File: src/rtl/ctrl_seq.sv
// ctrl_seq: registered multi-cycle control sequencer (decode, load wait, halt, retire count).
// Optional define CTRL_ILLEGAL_TRAP_EN: undefined opcodes trap to HALTED and set Illegal.
module ctrl_seq #(
  parameter int MCODEBITS = 9,
  parameter int OPWIDTH   = 3,
  parameter int LOAD_WAIT = 2,
  parameter int CNTW      = 16
) (
  input  logic                 Clk,
  input  logic                 Reset_n,
  input  logic [MCODEBITS-1:0] Instr,
  input  logic                 InstrValid,
  output logic                 Ready,
  output logic                 CtrlValid,
  output logic                 Branch,
  output logic                 MemtoReg,
  output logic                 MemWrite,
  output logic                 ALUSrc,
  output logic                 RegWrite,
  output logic [OPWIDTH:0]     ALUOp,
  output logic [1:0]           RegDst,
  output logic                 Halt,
  output logic                 Illegal,
  output logic [CNTW-1:0]      RetiredCnt
);

  localparam int AW = OPWIDTH + 1;
  localparam logic [AW-1:0] ALU_DEF = AW'(4'b0111);
  localparam logic [3:0] LW = 4'(LOAD_WAIT);

`ifdef CTRL_ILLEGAL_TRAP_EN
  localparam bit TRAP = 1'b1;
`else
  localparam bit TRAP = 1'b0;
`endif

  typedef enum logic [1:0] {
    RUN     = 2'd0,
    MEMWAIT = 2'd1,
    HALTED  = 2'd2
  } state_t;

  state_t state_q, state_d;
  logic [3:0] wait_q, wait_d;
  logic ready_q, ready_d;
  logic cv_q, cv_d;
  logic br_q, br_d;
  logic mtr_q, mtr_d;
  logic mw_q, mw_d;
  logic src_q, src_d;
  logic rw_q, rw_d;
  logic [AW-1:0] alu_q, alu_d;
  logic [1:0] dst_q, dst_d;
  logic halt_q, halt_d;
  logic illegal_q, illegal_d;
  logic [CNTW-1:0] cnt_q, cnt_d;

  logic [3:0] op;
  logic dec_rw, dec_br, dec_mtr, dec_mw, dec_src;
  logic [AW-1:0] dec_alu;
  logic [1:0] dec_dst;
  logic dec_load, dec_halt, dec_undef;

  assign op = Instr[MCODEBITS-1 -: 4];

  if (MCODEBITS > 4) begin : g_lo
    logic unused_lo;
    assign unused_lo = ^Instr[MCODEBITS-5:0];
  end

  // Opcode to datapath strobes; unlisted fields keep defaults.
  always_comb begin
    dec_rw    = 1'b1;
    dec_br    = 1'b0;
    dec_mtr   = 1'b0;
    dec_mw    = 1'b0;
    dec_src   = 1'b0;
    dec_alu   = ALU_DEF;
    dec_dst   = 2'd0;
    dec_load  = 1'b0;
    dec_halt  = 1'b0;
    dec_undef = 1'b0;
    case (op)
      4'b0000: begin
        dec_mtr  = 1'b1;
        dec_dst  = 2'd1;
        dec_load = 1'b1;
      end
      4'b0001: begin
        dec_rw = 1'b0;
        dec_mw = 1'b1;
      end
      4'b0010: dec_alu = AW'(4'b0001);
      4'b0011: begin
        dec_alu = AW'(4'b0010);
        dec_br  = 1'b1;
        dec_rw  = 1'b0;
      end
      4'b0100: dec_alu = AW'(4'b0011);
      4'b0101: begin
        dec_alu = AW'(4'b0110);
        dec_dst = 2'd2;
      end
      4'b0110: begin
        dec_alu = AW'(4'b0100);
        dec_src = 1'b1;
        dec_dst = 2'd1;
      end
      4'b0111: begin
        dec_alu = AW'(4'b0101);
        dec_src = 1'b1;
        dec_dst = 2'd1;
      end
      4'b1000: begin
        dec_src = 1'b1;
        dec_dst = 2'd1;
      end
      4'b1001: begin
        dec_alu = AW'(4'b1000);
        dec_dst = 2'd2;
      end
      4'b1010: dec_halt = 1'b1;
      4'b1011: dec_alu = AW'(4'b1010);
      4'b1100: dec_alu = AW'(4'b1011);
      4'b1101: begin
        dec_alu = AW'(4'b0100);
        dec_dst = 2'd1;
      end
      default: begin
        dec_rw    = 1'b0;
        dec_undef = 1'b1;
      end
    endcase
  end

  // Next state: accept in RUN, hold load controls through the wait, park in HALTED.
  always_comb begin
    state_d   = state_q;
    wait_d    = wait_q;
    halt_d    = halt_q;
    illegal_d = illegal_q;
    cv_d      = 1'b0;
    br_d      = 1'b0;
    mtr_d     = 1'b0;
    mw_d      = 1'b0;
    src_d     = 1'b0;
    rw_d      = 1'b0;
    alu_d     = ALU_DEF;
    dst_d     = 2'd0;
    cnt_d     = cnt_q;
    if (cv_q && (wait_q == 4'd0) && (cnt_q != {CNTW{1'b1}})) begin
      cnt_d = cnt_q + CNTW'(1);
    end
    case (state_q)
      RUN: begin
        if (InstrValid) begin
          if (dec_halt || (TRAP && dec_undef)) begin
            state_d   = HALTED;
            halt_d    = 1'b1;
            illegal_d = illegal_q | dec_undef;
          end else begin
            cv_d  = 1'b1;
            br_d  = dec_br;
            mtr_d = dec_mtr;
            mw_d  = dec_mw;
            src_d = dec_src;
            rw_d  = dec_rw;
            alu_d = dec_alu;
            dst_d = dec_dst;
            if (dec_load) begin
              wait_d = LW;
              if (LW != 4'd0) begin
                state_d = MEMWAIT;
                rw_d    = 1'b0;
              end
            end
          end
        end
      end
      MEMWAIT: begin
        cv_d   = cv_q;
        br_d   = br_q;
        mtr_d  = mtr_q;
        mw_d   = mw_q;
        src_d  = src_q;
        alu_d  = alu_q;
        dst_d  = dst_q;
        wait_d = wait_q - 4'd1;
        rw_d   = (wait_q == 4'd1);
        if (wait_q == 4'd1) begin
          state_d = RUN;
        end
      end
      HALTED: begin
      end
      default: state_d = RUN;
    endcase
    ready_d = (state_d == RUN);
  end

  // State and registered outputs.
  always_ff @(posedge Clk or negedge Reset_n) begin
    if (!Reset_n) begin
      state_q   <= RUN;
      wait_q    <= 4'd0;
      ready_q   <= 1'b1;
      cv_q      <= 1'b0;
      br_q      <= 1'b0;
      mtr_q     <= 1'b0;
      mw_q      <= 1'b0;
      src_q     <= 1'b0;
      rw_q      <= 1'b0;
      alu_q     <= ALU_DEF;
      dst_q     <= 2'd0;
      halt_q    <= 1'b0;
      illegal_q <= 1'b0;
      cnt_q     <= '0;
    end else begin
      state_q   <= state_d;
      wait_q    <= wait_d;
      ready_q   <= ready_d;
      cv_q      <= cv_d;
      br_q      <= br_d;
      mtr_q     <= mtr_d;
      mw_q      <= mw_d;
      src_q     <= src_d;
      rw_q      <= rw_d;
      alu_q     <= alu_d;
      dst_q     <= dst_d;
      halt_q    <= halt_d;
      illegal_q <= illegal_d;
      cnt_q     <= cnt_d;
    end
  end

  assign Ready      = ready_q;
  assign CtrlValid  = cv_q;
  assign Branch     = br_q;
  assign MemtoReg   = mtr_q;
  assign MemWrite   = mw_q;
  assign ALUSrc     = src_q;
  assign RegWrite   = rw_q;
  assign ALUOp      = alu_q;
  assign RegDst     = dst_q;
  assign Halt       = halt_q;
  assign Illegal    = illegal_q;
  assign RetiredCnt = cnt_q;

endmodule

File: config.mk
export PLATFORM = sky130hd
export DESIGN_NAME = ctrl_seq
export DESIGN_NICKNAME = d
export VERILOG_FILES = /design/src/rtl/ctrl_seq.sv
export SDC_FILE = /design/constraint.sdc
export NUM_CORES = 1
export LEC_CHECK = 0
export ABC_AREA = 1
export CAP_MARGIN = 40
export CORE_ASPECT_RATIO = 1.1
export CORE_MARGIN = 2
export CORE_UTILIZATION = 50
export CTS_CLUSTER_DIAMETER = 80
export DETAILED_ROUTE_END_ITERATION = 16
export PLACE_DENSITY = 0.79
export RECOVER_POWER = 25
export SETUP_SLACK_MARGIN = 0.1
export SLEW_MARGIN = 20
export SYNTH_ARGS = -nofsm -noshare
export SYNTH_HDL_FRONTEND = slang
export SYNTH_SLANG_ARGS = --single-unit
export TNS_END_PERCENT = 5
File: constraint.sdc
create_clock -name Clk -period 2 [get_ports Clk]
set_input_delay 0.4 -clock Clk [delete_from_list [all_inputs] [get_ports Clk]]
set_output_delay 0.4 -clock Clk [all_outputs]
set_load 0.02 [all_outputs]
-- After elaboration in Yosys (flattened, before gate mapping)
Cells that the tools add are included.
- input port bits: 12
- word-level logic and storage cells: 95
- output and inout port bits: 31
- flip-flop bits (word level): 37
- equal/unequal tests: 20
- add/sub/neg operators: 2
- reduce and logical (&&, ||, !) cells: 15
- multiplexer cells: 43
- bitwise operators: 1
- operators with widths (operator ; number):
    one-hot mux 4 bit (9 select lines) ; 1
    == test 4 bit, second input constant ; 6
    2-to-1 mux 1 bit ; 20
    2-to-1 mux 4 bit ; 5
    adder 16 x 1 -> 16 bit, second input constant ; 1
    == test 4 x 3 -> 1 bit, second input constant ; 4
    inequality test 16 bit, second input constant ; 1
    one-hot mux 4 bit (2 select lines) ; 2
    OR reduction 14 bit ; 1
    2-to-1 mux 2 bit ; 6
    one-hot mux 1 bit (2 select lines) ; 6
    OR reduction 12 bit ; 1
    == test 4 x 1 -> 1 bit, second input constant ; 2
    == test 4 x 2 -> 1 bit, second input constant ; 2
    logical NOT 4 bit ; 2
    one-hot mux 2 bit (2 select lines) ; 2
    inequality test 2 bit, second input constant ; 3
    one-hot mux 2 bit (3 select lines) ; 1
    OR reduction 5 bit ; 1
    logical NOT 2 bit ; 2
    AND reduction 4 bit ; 1
    OR reduction 2 bit ; 2
    subtractor 4 x 1 -> 4 bit, second input constant ; 1
    AND reduction 3 bit ; 1
    6 further kinds ; 7

-- Depth between registers and ports, before layout
- depth in word-level cells: 7
- mapped depth: 9

-- Worst setup path before layout
OpenSTA, ideal clock, no wires.
- kind: reg-to-reg
- start: reg cnt_q[0], in the netlist RetiredCnt[0]
- end: reg cnt_q[10], in the netlist RetiredCnt[10]
- data arrival time: 1520 ps
- stages on the path, launching flop included: 10
- period minus slack after synthesis: 1637 ps
- slack: 363 ps
- cell sequence: dfrtp_1 -> ha_1 -> nand3_2 -> inv_2 -> nand2_4 -> o21ai_4 -> inv_2 -> buf_6 -> nand2_1 -> nand2_1
- word-level cells in the longest chain between the ends: 2
- elaborated cells between the ends (all ways): 3
- RTL lines (element ; RTL line ; text):
    start: declaration ; 56 ; logic [CNTW-1:0] cnt_q, cnt_d;
    start signal: assignment ; 232 ; cnt_q <= cnt_d;
    branches (longest 2 deep; another with adder 16 x 1 -> 16 bit) ; n/a ;
Several ways; the timed one is not identified.
A chain may end at the register's enable or synchronous reset.

-- Final worst setup path
- start: reg cnt_q[7], in the netlist RetiredCnt[7]
- end: out RetiredCnt[7]
- RTL lines (element ; RTL line ; text):
    end: declaration ; 24 ; output logic [CNTW-1:0] RetiredCnt
No word-level cell between the ends.

==> results.md <==
* Status: finished clean
* Worst Path Arrival at between 1 and 1.5 ns
* Final-report hold violation count at 0
* Leak Pwr at 1.21 nW
* Syn avg cell area at 7.67 µm²
* Largest cells by area after synthesis: dfrtp_1 (41%), nand2_1 (17%), nor2_1 (5.6%)
* Core ar. at roughly 3900 µm²
* Crit share post-route at about nine tenths
* Fin Setup TNS at 0 ns
* Root Driver: clkbuf_8
* Global Route Usage Sum at 20.5%
* H-tree Lvls at 2
* Cell Area, Placed at 2450 µm²
* Post-synthesis cell type count at 29
* Synth area leader: dfrtp_1
* Clk sinks at 37
* Warnings, synthesis at 0
* Vias per inst at approximately 5
* Die area at about 4500 µm²
* Area delta synth->final at 28.6%
* FILL cells at about 330
* Drt pass-1 iters at 4
* Wire length per cell at 11.8 µm
* Number of global-route vias before repair at about 1700
* Drt first-iter violations at ~120
* Synthesized cell area at just over 2000 µm²
* Number of synthesized flops with an enable pin at 0
* Post-CTS Resized at 0
* Clock Latency Late Sink at just under 0.3 ns
* Largest net degree at the start of global routing at 38
* Setup Buffers After CTS at 0
* CP Launch Type: register
* Post-synth ARST share at 100%
* Relative slew slack at around two fifths
* Ys flop type: dfrtp_1
* Gr ovfl total at 0
* Row cnt at 24
* Design Area, Final at approximately 2600 µm²
* Hpwl dp at about 3200 µm
* Max_cap viols at 0
* WL final at ~4300 µm
* CP required at ~1.6 ns
* Slew Viols, Final at 0
* WP buf/inv at 1
* Global-route wire length before repair at slightly above 7000 µm
* Initial core utilization at between 50 and 60%
* Cell family with most CP delay: buffers and inverters
* CTS tree: yes
* Antenna viol nets, final at 0
* Commonest non-fill, non-tap cell in the layout: nand2_1
* Pwr dens at roughly 940 nW/µm²
* Ant diodes at 0
* Share of cells above drive strength 1 at roughly 11%
* CP Cell Sequence: clkdlybuf4s50_1
* Skew final at ~0.0085 ns
* Dpl cells at approximately 350
* Setup violators final at 0
* Crit path time final at approximately 1.8 ns
* Slew @ Worst Pin at 0.886 ns
* Final #Nets at about 320
* Max Freq at roughly 550 MHz
* GP Congestion at 0.840
* I/O pin cnt at 43
* Top cell type's share of synthesized area at ~41%
* Worst Path Class, Setup: register to output pin
* Hold Path Class: input port to asynchronous set/reset pin
* Hold_buf cts at 0
* CTS Buf Count at 5
* Critical-path maximum fanout at 5
* Peak supply drop at 0.552 mV
* Register area share after synthesis at between 40% and 50%
* Synth Register Bits at 37
* Max incr delay on CP at approximately 0.65 ns
* Die width at about 64 µm
* Via count at approximately 1800
* Slowest CP cell: clkdlybuf4s50_1
* Final core occ at between 60% and 70%
* Port bufs at 37
* Drt drc at 0
* CP endpoint kind: output pin
* Final WS setup at 0.188 ns
* Post-route insts no fill at 361
* Pre-CTS setup slack at ~0.12 ns
* Unrepaired setup endpoints after global routing: no
* Synth Net Count at between 200 and 300
* Synthesized instance count at around 260
* Initial antenna violation count at 0
* Die Ht at between 70 and 80 µm
* Clock-pin slew on the worst setup and hold paths at approximately 0.080 ns
* Most frequent cells in the layout: nand2_1 (91), clkdlybuf4s50_1 (36), dfrtp_1 (33)
* CTS max path bufs at 2
state kept, by name, indices dropped and copies added (netlist names):
name and cells:
MemtoReg 1, Ready 1, RetiredCnt 16, Halt 1
Illegal 1, CtrlValid 1, ALUOp 4, wait_q 4
ALUSrc 1, Branch 1, RegDst 2, RegWrite 1
MemWrite 1, state_q 2
area by class of cell:
type	instances	area [µm²]	share of cell area [%]
clock inverter	3	65.1	2.52
sequential	37	931	36.0
multi-input combinational	193	943	36.5
clock buffer	5	68.8	2.66
tap	52	65.1	2.52
inverter	28	105	4.06
timing repair buffer	43	408	15.8
per-layer routing:
| metal | part of all wire (%) | GRT usage (%) |
|---|---|---|
| met1 | 41 | 22.9 |
| met2 | 54 | 37.2 |
| met3 | 4.5 | 4.67 |
| met4 | 0.98 | 8.51 |
| met5 | 0 | 0 |
power breakdown:
part | switching, mW | internal [mW] | total [mW]
clock network | 0.261 | 0.495 | 0.756
registers | 0.108 | 0.885 | 0.993
logic | 0.405 | 0.290 | 0.695
worst paths after layout:
path                               start       endpoint  slack [ns]  cells after the start
max                        RetiredCnt[7]  RetiredCnt[7]        0.19                      1
min                              Reset_n  RetiredCnt[5]        0.30                      2
max reg2reg                    wait_q[0]  RetiredCnt[5]        0.42                      8
min reg2reg                      Illegal        Illegal        0.39                      0
max in group asynchronous        Reset_n      wait_q[1]        1.13                      2
min in group Clk                 Illegal        Illegal        0.39                      0
cell families after synthesis:
kind of cell    Yosys count  share of synthesized area (%)
simple gates            150                           32.0
flops                    37                           46.3
fa+ha+maj                 3                           1.87
xor+xnor                  8                           3.48
compound gates           32                           9.52
buf+inv                  32                           6.78
synth_stat cells (4+ instances only):
| cell | count |
|---|---|
| nand3_1 | 14 |
| nor2_1 | 30 |
| inv_2 | 5 |
| nand2_1 | 91 |
| xnor2_1 | 8 |
| nand4_1 | 4 |
| dfstp_2 | 4 |
| inv_1 | 23 |
| a21oi_1 | 4 |
| dfrtp_1 | 33 |
| o21ai_0 | 17 |
per-stage QoR:
stage | total power, mW | hold slack, ns
after floorplan | 1.42 | 0.104
after global placement | 1.68 | 0.368
after detailed placement | 1.70 | 0.380
after CTS | 2.48 | 0.153
after global routing | 2.59 | 0.395
final | 2.44 | 0.304
Power figures use the tool's default switching activity.
